--- config.mk ---
export PLATFORM = sky130hd
export DESIGN_NAME = fpnew_opgroup_slice_arbiter
export DESIGN_NICKNAME = d
export VERILOG_FILES = /design/src/rtl/fpnew_arb_pkg.sv /design/src/rtl/fpnew_arb_id_fifo.sv /design/src/rtl/fpnew_opgroup_slice_arbiter.sv
export SDC_FILE = /design/constraint.sdc
export NUM_CORES = 1
export LEC_CHECK = 0
export BUFFER_PORTS_ARGS = -buffer_cell sky130_fd_sc_hd__buf_2
export CAP_MARGIN = 5
export CORE_AREA = 4 4 183 185
export CTS_CLUSTER_SIZE = 25
export DETAILED_ROUTE_END_ITERATION = 8
export DIE_AREA = 0 0 187 189
export GPL_ROUTABILITY_DRIVEN = 0
export GPL_TIMING_DRIVEN = 0
export HOLD_SLACK_MARGIN = 0.08
export MAX_ROUTING_LAYER = met4
export PLACE_DENSITY = 0.44
export REMOVE_ABC_BUFFERS = 1
export SETUP_SLACK_MARGIN = 0.02
export SLEW_MARGIN = 15
export SYNTH_ARGS = -nofsm -noshare
export SYNTH_HDL_FRONTEND = slang
export SYNTH_SLANG_ARGS = --single-unit
--- constraint.sdc ---
create_clock -name clk_i -period 4.4 [get_ports clk_i]
set_input_delay 0.44 -clock clk_i [delete_from_list [all_inputs] [get_ports clk_i]]
set_output_delay 0.44 -clock clk_i [all_outputs]
set_load 0.01 [all_outputs]
--- src/rtl/fpnew_arb_pkg.sv ---
// Shared types and helpers for the opgroup slice arbiter and its ID FIFO.
package fpnew_arb_pkg;

  localparam int unsigned ARB_NUM_REQ     = 2;
  localparam int unsigned ARB_ID_W        = $clog2(ARB_NUM_REQ);
  localparam int unsigned ARB_REQ_W       = 128;
  localparam int unsigned ARB_RSP_W       = 40;
  localparam int unsigned ARB_MAX_OUTST   = 4;
  localparam int unsigned STALL_CNT_W     = 16;

  typedef logic [ARB_ID_W-1:0] req_id_t;

  function automatic int unsigned rr_next(input int unsigned idx, input int unsigned n);
    return (idx + 1 >= n) ? 0 : idx + 1;
  endfunction

endpackage

--- src/rtl/fpnew_arb_id_fifo.sv ---
// In-order requester-ID FIFO; pointers carry one extra wrap bit so full and empty differ.
module fpnew_arb_id_fifo #(
  parameter int unsigned Depth = 4,
  parameter int unsigned Width = 1
) (
  input  logic             clk_i,
  input  logic             rst_ni,
  input  logic             flush_i,
  input  logic             push_i,
  input  logic [Width-1:0] data_i,
  input  logic             pop_i,
  output logic             full_o,
  output logic             empty_o,
  output logic [Width-1:0] head_o
);

  localparam int unsigned AW = $clog2(Depth);

  logic [AW:0]      wr_q, wr_d, rd_q, rd_d;
  logic [Width-1:0] mem_q [Depth];

  assign empty_o = (wr_q == rd_q);
  assign full_o  = (wr_q[AW] != rd_q[AW]) && (wr_q[AW-1:0] == rd_q[AW-1:0]);
  assign head_o  = mem_q[rd_q[AW-1:0]];

  always_comb begin
    wr_d = wr_q;
    rd_d = rd_q;
    if (flush_i) begin
      wr_d = '0;
      rd_d = '0;
    end else begin
      if (push_i && !full_o) wr_d = wr_q + 1'b1;
      if (pop_i && !empty_o) rd_d = rd_q + 1'b1;
    end
  end

  always_ff @(posedge clk_i or negedge rst_ni) begin
    if (!rst_ni) begin
      wr_q <= '0;
      rd_q <= '0;
    end else begin
      wr_q <= wr_d;
      rd_q <= rd_d;
    end
  end

  always_ff @(posedge clk_i) begin
    if (push_i && !full_o && !flush_i) mem_q[wr_q[AW-1:0]] <= data_i;
  end

endmodule

--- src/rtl/fpnew_opgroup_slice_arbiter.sv ---
// Round-robin, grant-locking arbiter sharing one opgroup format slice between NumReq ports.
// Optional stall counter output enabled by FPNEW_ARB_STALL_CNT_EN.
module fpnew_opgroup_slice_arbiter import fpnew_arb_pkg::*; #(
  parameter int unsigned NumReq         = ARB_NUM_REQ,
  parameter int unsigned ReqWidth       = ARB_REQ_W,
  parameter int unsigned RspWidth       = ARB_RSP_W,
  parameter int unsigned MaxOutstanding = ARB_MAX_OUTST,
  parameter int unsigned IdWidth        = $clog2(NumReq)
) (
  input  logic                             clk_i,
  input  logic                             rst_ni,
  input  logic                             flush_i,
  input  logic [NumReq-1:0]                req_valid_i,
  output logic [NumReq-1:0]                req_ready_o,
  input  logic [NumReq-1:0][ReqWidth-1:0]  req_data_i,
  output logic                             slc_valid_o,
  input  logic                             slc_ready_i,
  output logic [ReqWidth-1:0]              slc_data_o,
  output logic                             slc_flush_o,
  input  logic                             slc_out_valid_i,
  output logic                             slc_out_ready_o,
  input  logic [RspWidth-1:0]              slc_rsp_i,
  output logic [NumReq-1:0]                rsp_valid_o,
  input  logic [NumReq-1:0]                rsp_ready_i,
  output logic [RspWidth-1:0]              rsp_data_o,
`ifdef FPNEW_ARB_STALL_CNT_EN
  output logic [STALL_CNT_W-1:0]           stall_cnt_o,
`endif
  output logic                             busy_o
);

  logic [IdWidth-1:0] rr_q, rr_d, lock_idx_q, lock_idx_d, gnt, head;
  logic               lock_q, lock_d, any_req, full, empty, accept, pop, rsp_ok;
  int unsigned        idx;

  // A locked grant bypasses the search so the payload seen by the slice stays stable.
  always_comb begin
    gnt     = rr_q;
    any_req = 1'b0;
    idx     = 0;
    if (lock_q) begin
      gnt     = lock_idx_q;
      any_req = req_valid_i[lock_idx_q];
    end else begin
      for (int unsigned i = 0; i < NumReq; i++) begin
        idx = (32'(rr_q) + i) % NumReq;
        if (!any_req && req_valid_i[IdWidth'(idx)]) begin
          any_req = 1'b1;
          gnt     = IdWidth'(idx);
        end
      end
    end
  end

  assign slc_valid_o = any_req && !full && !flush_i;
  assign accept      = slc_valid_o && slc_ready_i;
  assign req_ready_o = accept ? (NumReq'(1) << gnt) : '0;
  assign slc_data_o  = req_data_i[gnt];
  assign slc_flush_o = flush_i;

  always_comb begin
    rr_d       = rr_q;
    lock_d     = lock_q;
    lock_idx_d = lock_idx_q;
    if (flush_i) begin
      lock_d = 1'b0;
    end else if (accept) begin
      rr_d   = IdWidth'(rr_next(32'(gnt), NumReq));
      lock_d = 1'b0;
    end else if (slc_valid_o) begin
      lock_d     = 1'b1;
      lock_idx_d = gnt;
    end
  end

  always_ff @(posedge clk_i or negedge rst_ni) begin
    if (!rst_ni) begin
      rr_q       <= '0;
      lock_q     <= 1'b0;
      lock_idx_q <= '0;
    end else begin
      rr_q       <= rr_d;
      lock_q     <= lock_d;
      lock_idx_q <= lock_idx_d;
    end
  end

  fpnew_arb_id_fifo #(
    .Depth (MaxOutstanding),
    .Width (IdWidth)
  ) i_id_fifo (
    .clk_i   (clk_i),
    .rst_ni  (rst_ni),
    .flush_i (flush_i),
    .push_i  (accept),
    .data_i  (gnt),
    .pop_i   (pop),
    .full_o  (full),
    .empty_o (empty),
    .head_o  (head)
  );

  // Responses arriving in the flush cycle belong to discarded operations.
  assign rsp_ok          = !empty && !flush_i;
  assign rsp_valid_o     = (slc_out_valid_i && rsp_ok) ? (NumReq'(1) << head) : '0;
  assign slc_out_ready_o = rsp_ready_i[head] && rsp_ok;
  assign pop             = slc_out_valid_i && slc_out_ready_o;
  assign rsp_data_o      = slc_rsp_i;
  assign busy_o          = !empty || lock_q;

`ifdef FPNEW_ARB_STALL_CNT_EN
  logic [STALL_CNT_W-1:0] stall_q, stall_d;

  always_comb begin
    stall_d = stall_q;
    if (flush_i) stall_d = '0;
    else if (|req_valid_i && !accept && (stall_q != '1)) stall_d = stall_q + STALL_CNT_W'(1);
  end

  always_ff @(posedge clk_i or negedge rst_ni) begin
    if (!rst_ni) stall_q <= '0;
    else         stall_q <= stall_d;
  end

  assign stall_cnt_o = stall_q;
`endif

endmodule
==> results.tsv, run 1 <==
metric	value	unit
clk_latency	0.24	ns
critPathSlowestCell	o21ai_4	
antenna_left	0	
syn2layout_area_growth	87.5	%
io_pins	481	
avgSynthCellArea	10.0	um^2
synth_common_cells	mux2_2, buf_4, buf_2, dfrtp_1	
crit_path_start_kind	register	
cts_tree	done	
slew-limit-headroom	48.2	%
hp-class	reg -> reg	
track_usage	9.35	%
worst_slack	1.32	ns
ys_warn_count	0	
crit_family	buffers and inverters	
arrival	2.64	ns
synth_most_common_cell	mux2_2	
worstSetupEndpointType	output port	
ys_async_sr_fraction	69.2	%
antenna_found_initial	2	
syn_inst	265	
ir_worst_vdd	0.130	mV
synthTopCellsByArea	mux2_2, buf_4, dfrtp_1	
syn_area	0.00265	mm^2
final_nets	928	
crit_top_cell	buf_12	
dp.final_hpwl	16300	um
core_area	0.0320	mm^2
min_from	rr_q	
worst_pin_slew	0.776	ns
ys_seq_elements	13	
n_fill_cell	3692	
path_clk_slew	0.05	ns
grt_pass1_vias	3632	
grt_pass1_wl	24100	um
ys.flop_type	dfrtp_1	
synth_top_area_share	55.6	%
min_period_over_period	70.0	%
reg2reg_from	i_id_fifo.rd_q[0]	
final_layout_size_suffix_gt1_share	88.0	%
dp_slack	1.43	ns
fmax	324	MHz
slowest_delay	0.52	ns
dieArea	0.0353	mm^2
cp.required	3.96	ns
ctsLongestPathBuffers	2	
finalSetupViolations	0	
rsz0062_at_grt	no	
num_rows	66	
seq_area_frac_synth	13.0	%
start_util	8.28	%
grt_max_degree	29	
cts_root_buffer	clkbuf_16	
wl_per_cell	17.3	um
drt_iter0_drc	80	
path_cells	o21bai_1, o21ai_4, buf_12, buf_12, buf_8, mux2_2, buf_2	
route.detailed.drc	0	
fin_crit	3.08	ns
critical_path.max_fanout	27	
ff_latch_area	345	um^2
htree_levels	1	
post_cts_resized	0	
via_per_inst	3.28	
fin_worst_skew	0.000463	ns
cp-startpoint	lock_q	
vias	3361	
io_buffers	400	
cap_violations	0	
yosysUniqueCellTypes	31	
synth_edf_count	4	
outcome	completed	
finalSetupTns	0	ns
drt_wl_total	17700	um
clock_sinks	13	
critical_path_class	reg -> out	
maxSlewViolCount	0	
p_per_area	286	mW/mm^2
fp.dieW	187	um
multi_input_area	0.00190	mm^2
hold_viol	0	
p_leak	2.50	nW
dr.pass1.iters	3	
path_buf_inv	4	
die_h	189	um
grt-ovfl-total	0	
cts_made_buffers	3	
yosys.area.top_type	mux2_2	
logic make-up (layout without fill, tap and decap cells):
family	after synthesis	count (layout)	share of synthesized area (%)
multiplexers	135	135	57.6
flip-flops	13	13	13.0
adder cells (fa/ha/maj)	5	5	2.36
other	0	1	0
AO/OA/AOI/OAI	11	11	2.78
AND/OR/NAND/NOR	33	33	7.55
XOR/XNOR	3	3	0.991
buffers and inverters	65	417	15.7
tightest hold or removal path, stage by stage (launching register included):
cell     delay [ns]
dfrtp_1        0.37
o31ai_1        0.09
o31ai_1        0.07
where the power goes:
part	switching [mW]	internal (mW)	leakage, nW
Clock	0.0508	0.122	0.0382
Sequential	0.0135	0.140	0.156
Combinational	0.529	0.566	2.30
flip-flops by register name (all words and copies together) (netlist names):
register,flops
i_id_fifo.mem_q,4
i_id_fifo.wr_q,3
i_id_fifo.rd_q,3
rr_q,1
lock_idx_q,1
lock_q,1
cells in the final DEF, fill, tap and decap left out, types with 2 or more instances in the layout:
| cell type | count |
|---|---|
| nand2_1 | 3 |
| mux2_2 | 131 |
| ha_1 | 5 |
| nor2b_1 | 2 |
| nand2b_1 | 6 |
| xor2_1 | 2 |
| or4_1 | 2 |
| nor2_1 | 4 |
| clkbuf_16 | 3 |
| nor3b_1 | 4 |
| edfxtp_1 | 4 |
| inv_1 | 7 |
| dfrtp_1 | 9 |
| o31ai_1 | 4 |
| buf_12 | 4 |
| a21oi_1 | 3 |
| buf_2 | 400 |
| mux2i_1 | 3 |
| nor3_1 | 7 |
what timing repair did:
action,in CTS,in global routing
hold buffers,1,0
setup buffers,0,0
endpoints found under the hold margin,9,0
per-stage QoR:
stage	hold WS, ns	total power, mW	area (um^2)	util, %	cells
finish	0.568	1.42	4970	15.5	1026
global route	0.602	1.52	4970	15.5	1026
CTS	0.570	1.45	4970	15.5	1025
detailed placement	0.317	1.27	4880	15.2	1020
global placement	0.316	1.38	4770	14.9	1015
floorplan	0.144	0.834	2260	-	207
per-layer routing:
layer | vias up | track usage [%] | share of wire [%]
met4 | 0 | 0.597 | 0.18
met1 | 1505 | 12.0 | 44
met5 | - | - | 0
met2 | 228 | 14.0 | 44
met3 | 4 | 4.54 | 12
li1 | 1624 | - | -
area by class of cell:
class / count / share of cell area, %
repair buffers: 406 / 42.4
multi-input cells: 187 / 38.2
well taps: 408 / 10.3
flip-flops and latches: 13 / 6.95
clock buffers: 4 / 1.59
inverters: 7 / 0.528
diodes: 1 / 0.0503
worst paths after layout:
| check | slack (ns) | depth (start not counted) | endpoint |
|---|---|---|---|
| setup / recovery | 1.32 | 7 | slc_data_o[87] |
| hold / removal | 0.57 | 2 | rr_q |
| setup reg to reg | 2.44 | 4 | i_id_fifo.rd_q[2] |
| hold reg to reg | 0.57 | 2 | rr_q |
| max in group asynchronous | 3.60 | 2 | i_id_fifo.rd_q[0] |
| min in group asynchronous | 0.60 | 2 | i_id_fifo.rd_q[2] |
Note: power is estimated with default switching activity, not from simulation.
==> run 2: changes to the inputs <==
CORE_AREA = 4 4 186 188   (was 4 4 183 185)
DIE_AREA = 0 0 190 192   (was 0 0 187 189)
PLACE_DENSITY = 0.45   (was 0.44)
clock period = 2.65 ns   (was 4.4 ns; I/O delays follow)
==> run 2 against run 1 <==
Core utilization decreased by 0.14 points. Count of clock-buffer cells in the layout is the same. Critical path depth is the same. Total power grew 72%.
==> results.tsv, run 2 (synthesis results as in run 1) <==
metric	value	unit
htree_levels	1	
n_fill_cell	3769	
clock_sinks	13	
maxSlewViolCount	0	
drt_iter0_drc	101	
layout_common_cells	buf_2, mux2_2, dfrtp_1	
cts_root_buffer	clkbuf_16	
fin_crit	2.51	ns
worstSetupEndpointType	output port	
route.detailed.drc	0	
crit_family	buffers and inverters	
grt-ovfl-total	0	
grt_max_degree	47	
io_buffers	400	
finalSetupViolations	0	
critical_path.max_fanout	25	
hold_viol	0	
arrival	2.24	ns
wl_per_cell	17.8	um
worst_slack	0.141	ns
ir_worst_vdd	0.319	mV
ctsLongestPathBuffers	2	
path_clk_slew	0.05	ns
path_depth	7	
r2r_cells	4	
dieArea	0.0365	mm^2
p_leak	2.53	nW
min_period_over_period	94.7	%
clk_latency	0.24	ns
vias	3421	
layout_commonest_cell	buf_2	
cp.required	2.38	ns
instances_no_fill	1069	
path_cells	o21bai_4, o21ai_4, buf_4, buf_12, buf_16, mux2_2, buf_2	
dr.pass1.iters	4	
crit_path_start_kind	register	
whs_path_depth	4	
final_nets	931	
largest_reg_flops	4	
cap_violations	0	
antenna_left	0	
num_rows	67	
track_usage	9.46	%
antenna_found_initial	2	
syn2layout_area_growth	92.0	%
via_per_inst	3.20	
critical_path_class	reg -> out	
io_pins	481	
grt_pass1_vias	3449	
grt_pass1_wl	24500	um
cts_tree	done	
cts_made_buffers	3	
slew-limit-headroom	51.2	%
fp.dieW	190	um
slowest_delay	0.43	ns
die_h	192	um
rrSetupSlack	0.67	ns
final_layout_size_suffix_gt1_share	88.4	%
placed_cells	1060	
p_per_area	481	mW/mm^2
worst_pin_slew	0.730	ns
critPathSlowestCell	dfrtp_1	
dp.final_hpwl	17100	um
outcome	completed	
finalSetupTns	0	ns
start_util	8.01	%
rsz0062_at_grt	no	
core_area	0.0331	mm^2
path_buf_inv	4	
hp-class	in -> reg	
dp_slack	-0.208	ns
drt_wl_total	19000	um
fmax	399	MHz
fin_worst_skew	0.00189	ns
==> run 2: changes by cell type in the layout (fill, tap and decap cells not counted) <==
cell / previous run / this run
a21oi_1: 3 / 2
a21oi_2: 0 / 1
buf_12: 4 / 1
buf_16: 0 / 3
buf_4: 0 / 2
buf_8: 1 / 0
clkbuf_16: 3 / 4
o21ai_2: 0 / 1
o21bai_1: 1 / 0
o21bai_4: 0 / 1
==> run 2: worst paths after layout <==
check                             startpoint                 to
setup / recovery                      lock_q     slc_data_o[80]
setup reg to reg           i_id_fifo.rd_q[0]  i_id_fifo.rd_q[0]
hold / removal               slc_out_valid_i  i_id_fifo.rd_q[2]
min in group asynchronous             rst_ni  i_id_fifo.rd_q[2]
hold reg to reg                   lock_idx_q         lock_idx_q
max in group asynchronous             rst_ni  i_id_fifo.rd_q[0]
==> run 2: metal layers <==
layer,global-route usage [%],vias to the layer above,wire [um]
met4,1.03,0,138
met1,12.2,1554,8240
met5,-,-,0
met2,12.9,228,7950
met3,5.91,6,2690
li1,-,1633,-
==> run 2: cell type report <==
type,instances,area (um^2),share of cell area (%)
Timing Repair Buffer,408,2150,42.3
Multi-Input combinational cell,188,1930,37.8
Tap cell,448,561,11.0
Sequential cell,13,345,6.78
Clock buffer,4,78.8,1.55
Inverter,7,26.3,0.516
Antenna cell,1,2.50,0.0491
==> run 2: where the power goes <==
group	internal (mW)	total, mW	switching (mW)
registers	0.233	0.259	0.0257
logic	0.983	1.90	0.921
clock network	0.203	0.289	0.0862
total	1.42	2.45	1.03
==> run 2: stage by stage <==
stage	total power [mW]	hold WS, ns	utilization [%]	cell area (um^2)
2_1_floorplan	1.38	-0.0306	-	2260
3_3_place_gp	2.06	0.143	14.6	4820
3_5_place_dp	2.14	0.141	15.0	4960
4_1_cts	2.46	0.393	15.3	5060
5_1_grt	2.61	0.430	15.4	5090
6_report	2.45	0.406	15.4	5090
==> run 2: what timing repair did <==
action,4_1_cts,5_1_grt
cloned,1,1
hold buffers,1,0
setup buffers,2,0
endpoints found under the setup margin,98,5
gates resized for setup,2,1
endpoints found under the hold margin,9,0
pin swaps,1,0
==> run 2: worst reg2reg max path, cell delays in order (launching register included) <==
cell and delay (ns):
dfrtp_1 0.45, mux4_2 0.58, mux2i_1 0.20, nor3b_2 0.27
mux2_2 0.36
